<file path="config.mk">
export PLATFORM = sky130hd
export DESIGN_NAME = packed_string_tx
export DESIGN_NICKNAME = d
export VERILOG_FILES = /design/src/rtl/packed_string_tx.sv
export SDC_FILE = /design/constraint.sdc
export NUM_CORES = 1
export LEC_CHECK = 0
export ABC_AREA = 1
export CORE_ASPECT_RATIO = 2
export CORE_UTILIZATION = 55
export DETAILED_ROUTE_END_ITERATION = 8
export GPL_TIMING_DRIVEN = 1
export PLACE_DENSITY = 0.85
export REMOVE_ABC_BUFFERS = 1
export SLEW_MARGIN = 20
export SYNTH_ARGS = -nofsm -noshare
export SYNTH_HDL_FRONTEND = slang
export SYNTH_SLANG_ARGS = --single-unit
</file>
<file path="constraint.sdc">
create_clock -name clk -period 7.1 [get_ports clk]
set_clock_uncertainty 0.15 [all_clocks]
set_input_delay 1.42 -clock clk [delete_from_list [all_inputs] [get_ports clk]]
set_output_delay 1.42 -clock clk [all_outputs]
set_load 0.05 [all_outputs]
</file>
<file path="src/rtl/packed_string_tx.sv">
// Packed-string transmitter: serialises a slot-1-first packed string word into a byte stream.
// Build option PACKED_STRING_TX_KEEP_NUL_EN sends every slot (bit-vector semantics) instead of stripping NULs.
module packed_string_tx #(
  parameter int unsigned MAX_CHARS = 4,
  parameter int unsigned CW        = 8,
  parameter int unsigned CNT_W     = $clog2(MAX_CHARS + 1)
) (
  input  logic                    clk,
  input  logic                    rst,
  input  logic                    s_valid,
  output logic                    s_ready,
  input  logic [MAX_CHARS*CW-1:0] s_data,
  output logic                    m_valid,
  input  logic                    m_ready,
  output logic [CW-1:0]           m_data,
  output logic                    m_last,
  output logic                    empty_drop,
  output logic [CNT_W-1:0]        chars_left
);

  localparam int unsigned IDX_W = (MAX_CHARS > 1) ? $clog2(MAX_CHARS) : 1;

  typedef enum logic {IDLE, SEND} state_e;

  state_e                  state_q, state_d;
  logic [MAX_CHARS*CW-1:0] sr_q, sr_d;
  logic [MAX_CHARS-1:0]    mask_q, mask_d, new_mask;
  logic [CNT_W-1:0]        cnt_q, cnt_d, n;
  logic                    m_valid_q, m_last_q;
  logic [CW-1:0]           m_data_q, nxt_data;
  logic [IDX_W-1:0]        cur_idx, nxt_idx;
  logic [CW-1:0]           slots_d [MAX_CHARS];
  logic                    accept, fire;

  // Mask index 0 is slot 1 (MSB byte); the lowest set index is the next character to send.
  function automatic logic [IDX_W-1:0] first_slot(input logic [MAX_CHARS-1:0] mask);
    first_slot = '0;
    for (int i = int'(MAX_CHARS) - 1; i >= 0; i--) begin
      if (mask[i]) first_slot = IDX_W'(i);
    end
  endfunction

  assign s_ready = (state_q == IDLE) | (m_valid_q & m_ready & m_last_q);
  assign accept  = s_valid & s_ready;
  assign fire    = m_valid_q & m_ready;

  // Slots to send in the incoming word and how many there are.
  always_comb begin
    new_mask = '0;
    n        = '0;
    for (int i = 0; i < int'(MAX_CHARS); i++) begin
`ifdef PACKED_STRING_TX_KEEP_NUL_EN
      new_mask[i] = 1'b1;
`else
      new_mask[i] = |s_data[(MAX_CHARS-i)*CW-1 -: CW];
`endif
      if (new_mask[i]) n = n + CNT_W'(1);
    end
  end

  always_comb begin
    cur_idx = first_slot(mask_q);
    sr_d    = sr_q;
    mask_d  = mask_q;
    cnt_d   = cnt_q;
    state_d = state_q;
    if (accept) begin
      sr_d    = s_data;
      mask_d  = new_mask;
      cnt_d   = n;
      state_d = (n != '0) ? SEND : IDLE;
    end else if (fire) begin
      mask_d = mask_q & ~(MAX_CHARS'(1) << cur_idx);
      cnt_d  = cnt_q - CNT_W'(1);
      if (m_last_q) state_d = IDLE;
    end
    for (int i = 0; i < int'(MAX_CHARS); i++) begin
      slots_d[i] = sr_d[(MAX_CHARS-i)*CW-1 -: CW];
    end
    nxt_idx  = first_slot(mask_d);
    nxt_data = slots_d[nxt_idx];
  end

  always_ff @(posedge clk) begin
    if (rst) begin
      state_q   <= IDLE;
      sr_q      <= '0;
      mask_q    <= '0;
      cnt_q     <= '0;
      m_valid_q <= 1'b0;
      m_data_q  <= '0;
      m_last_q  <= 1'b0;
    end else begin
      state_q   <= state_d;
      sr_q      <= sr_d;
      mask_q    <= mask_d;
      cnt_q     <= cnt_d;
      m_valid_q <= (state_d == SEND);
      m_data_q  <= (state_d == SEND) ? nxt_data : '0;
      m_last_q  <= (state_d == SEND) && (cnt_d == CNT_W'(1));
    end
  end

`ifdef PACKED_STRING_TX_KEEP_NUL_EN
  assign empty_drop = 1'b0;
`else
  logic empty_drop_q;

  always_ff @(posedge clk) begin
    if (rst) empty_drop_q <= 1'b0;
    else     empty_drop_q <= accept && (n == '0);
  end

  assign empty_drop = empty_drop_q;
`endif

  assign m_valid    = m_valid_q;
  assign m_data     = m_data_q;
  assign m_last     = m_last_q;
  assign chars_left = cnt_q;

endmodule

</file>
==> results.tsv <==
stage	metric	value	unit
routing	DR WL/cell	13.12	um
synth	cell count after synthesis	318	
place	detailed placement HPWL	4120	um
pwr	Pwr Total	658.6	uW
synth	Async SR Flop Fraction	0	%
timing	Setup TNS	0	ns
critical_path	cell chain of the critical path	clkdlybuf4s50_1 -> nand2_1 -> nand2_4 -> clkdlybuf4s50_1	
routing	initial DRC count	49	
timing	Setup violations, final	0	
synth	Synth Flop Type	dfxtp_1	
floorplanning	Initial Util	57.04	%
synth	most frequent cell after synthesis	nand2_1	
timing	Rel. slew slack	55.26	%
synth	Synth area leaders	dfxtp_1, mux2i_1, nand2_1	
critical_path	Crit Path Class	in2out	
layout	Layout Nets	403	
floorplanning	cell row count	34	
critical_path	most used cell, CP	clkdlybuf4s50_1	
routing	DRT antenna net count	0	
pwr	Net Sw Frac	31.76	%
timing	min Tclk post-route	4.476	ns
synth	synth warn	0	
synth	Avg Inst Size Synth	7.783	um2
floorplanning	Die Ht	96.87	um
timing	Fmax achieved	223.4	MHz
routing	Vias	2177	
job	max cap viols	0	
cts	CTS Buf Count	5	
pwr	clock power share	25.8	%
cts	post-CTS setup buffer count	0	
timing	final hold vios	0	
layout	share of cells above drive strength 1	7.143	%
floorplanning	io pins	51	
grt	GRT Util Overall	25.37	%
synth	synth unique cells	33	
pwr	Gate power share	27.6	%
critical_path	Largest stage delay, worst path	0.81	ns
layout	Layout Utilization	70.47	%
cts	CTS tree	built	
run_status	status	complete, no violations	
grt	initial antenna violation count	0	
cts	Skew-Pair Late Insertion Delay	0.30	ns
critical_path	CP arrival	2.91	ns
critical_path	Crit path required time	5.53	ns
cts	clock-pin slew on the worst setup and hold paths	0.08	ns
worst_hold_path	Hold Path Depth	2	
critical_path	Critical Path End Type	primary output	
routing	final wirelength	5483	um
cts	CTS root buf	clkbuf_8	
place	GP Congestion	0.9133	
floorplanning	total die area	4788	um2
timing	Slew @ Worst Pin	0.6711	ns
pwr	Psw	209.2	uW
synth	Adder-Cell Fraction of Synth Area	2.022	%
critical_path	Worst Setup Start Kind	input pin	
worst_hold_path	type of the worst min-delay path	reg2reg	
timing	Pins Over Slew Limit	0	
synth	area leader, netlist	dfxtp_1	
critical_path	Worst Path Max Fanout	5	
routing	DRC	0	
critical_path	R2R setup slack	4.56	ns
grt	first-pass GRT wire length	9356	um
place	buffers added on ports	50	
grt	vias in the first global route	2164	
pwr	Leak Pwr	1.476	nW
grt	gr ovfl total	0	
pwr	internal power	449.4	uW
routing	TritonRoute pass-1 iters	4	
synth	Yosys top cell area share	40.44	%
timing	period utilisation layout	63.04	%
synth	main combinational cell family by area after synthesis	simple AND/OR/NAND/NOR gates	
critical_path	Reg-to-Reg Start	m_last$_SDFF_PP0_	
cts	CTS Hold Bufs	0	
critical_path	Reg2Reg Depth	10	
synth	portion of netlist area occupied by mux cells	12.94	%
floorplanning	die width	49.43	um
cts	H-tree levels	2	
critical_path	RR Endpoint	m_data[0]$_SDFF_PP0_	
layout	Layout area overhead	23.56	%
synth	number of synthesized flops with an enable pin	0	
pwr	Flop pwr share	46.6	%
worst_hold_path	hold path startpoint	sr_q[26]$_SDFF_PP0_	
synth	compound-gate portion of the synthesized area	5.865	%
layout	# diodes	0	
layout	Fillers	362	
pwr	maximum VDD drop	0.1793	mV
place	placed cells	410	
timing	RSZ-0062 raised after global routing	no	
synth	Simple-Gate Fraction of Synth Area	31.40	%
synth	post-synthesis register bit count	50	
synth	synth cell count leaders	nand2_1, nor2_1, dfxtp_1, nand3_1, mux2i_1	
cts	post-cts sizing count	0	
synth	sequential share of the synthesized area	40.44	%
grt	largest net degree at the start of global routing	42	
cts	Max clock buf depth	2	
cts	CTS sink count	50	
routing	DR vias/cell	5.208	
layout	non-filler cells, final	418	
critical_path	Bufs and invs on worst path	2	
synth	synthesized area	2475	um2
critical_path	Top delay family on crit path	buffers and inverters	
critical_path	Slowest cell on crit path	clkdlybuf4s50_1	
pwr	pwr dens	215.4	nW/um2
synth	post-synthesis xor/xnor area fraction	0.3539	%
critical_path	Setup crit start	m_ready	
floorplanning	Placeable Area	4339	um2
worst_hold_path	WHS Endpoint	sr_q[26]$_SDFF_PP0_	
logic make-up (layout without fill, tap and decap cells):
kind of cell             after synthesis  in the layout
flip-flops                            50             50
XOR/XNOR                               1              1
AND/OR/NAND/NOR                      178            178
buffers and inverters                 36             82
multiplexers                          32             32
AO/OA/AOI/OAI                         17             17
adder cells (fa/ha/maj)                4              4
flip-flops by register name, indices dropped and copies added (netlist names):
name,count
chars_left,3
m_data,8
sr_q,32
m_last,1
mask_q,4
empty_drop,1
m_valid,1
worst register-to-register path, cell delays in order, from the launching register on:
cell     delay, ns
dfxtp_1       0.33
nand2_1       0.08
nand2_4       0.11
nand2_4       0.36
o21ai_4       0.65
nand2_2       0.13
a21oi_4       0.27
nand3_1       0.20
nand2_1       0.10
nand2_1       0.06
inv_1         0.06
cell usage in the layout (no fill, tap or decap), types with 2 or more instances in the layout:
cell type        instances
mux2i_1                 32
nor2_2                   2
nor2_1                  60
a21oi_4                  2
inv_1                   21
ha_1                     4
o21bai_1                 2
dfxtp_1                 50
nand2_1                 68
a21oi_1                  2
nand2_4                  5
clkdlybuf4s50_1         50
a21boi_0                 2
nand2_2                  2
clkbuf_8                 6
o21ai_4                  2
nand3_1                 36
o21ai_0                  4
metrics by stage:
stage	instance area (um2)	setup WS, ns	hold WS, ns
floorplan	2391	3.652	0.3100
global placement	2967	2.649	0.3215
detailed placement	2967	2.615	0.3318
CTS	3058	2.612	0.3530
global route	3058	2.574	0.3780
finish	3058	2.624	0.3473
how the worst max path moves through the flow:
| stage | endpoint | cells after the start |
|---|---|---|
| after floorplan | m_data[0]$_SDFF_PP0_ | 16 |
| after global placement | s_ready | 4 |
| after detailed placement | s_ready | 4 |
| after CTS | s_ready | 4 |
| after global routing | s_ready | 4 |
| final | s_ready | 4 |
power by group through the flow:
stage	Clock, mW	Combinational (mW)	Sequential [mW]
detailed placement	0	0.181	0.314
global placement	0	0.178	0.313
CTS	0.170	0.182	0.307
floorplan	0	0.0932	0.338
finish	0.170	0.182	0.307
global route	0.179	0.199	0.309
per-layer routing:
metal,GRT usage [%],wire (um),vias to the layer above,part of all wire (%)
met5,0,0,-,0
li1,-,-,1107,-
met2,45.94,2930,71,53
met3,4.560,197,30,3.6
met4,17.58,411,0,7.5
met1,24.75,1943,969,35
final cells by class:
class	count	area, um2	share of cell area, %
clock buffer	7	86.33	2.823
tap	54	67.56	2.209
timing repair buffer	51	508.0	16.61
inverter	23	88.84	2.905
clock inverter	1	5.005	0.1637
multi-input combinational	232	1301	42.55
sequential	50	1001	32.73
(Power assumes the default switching activity.)
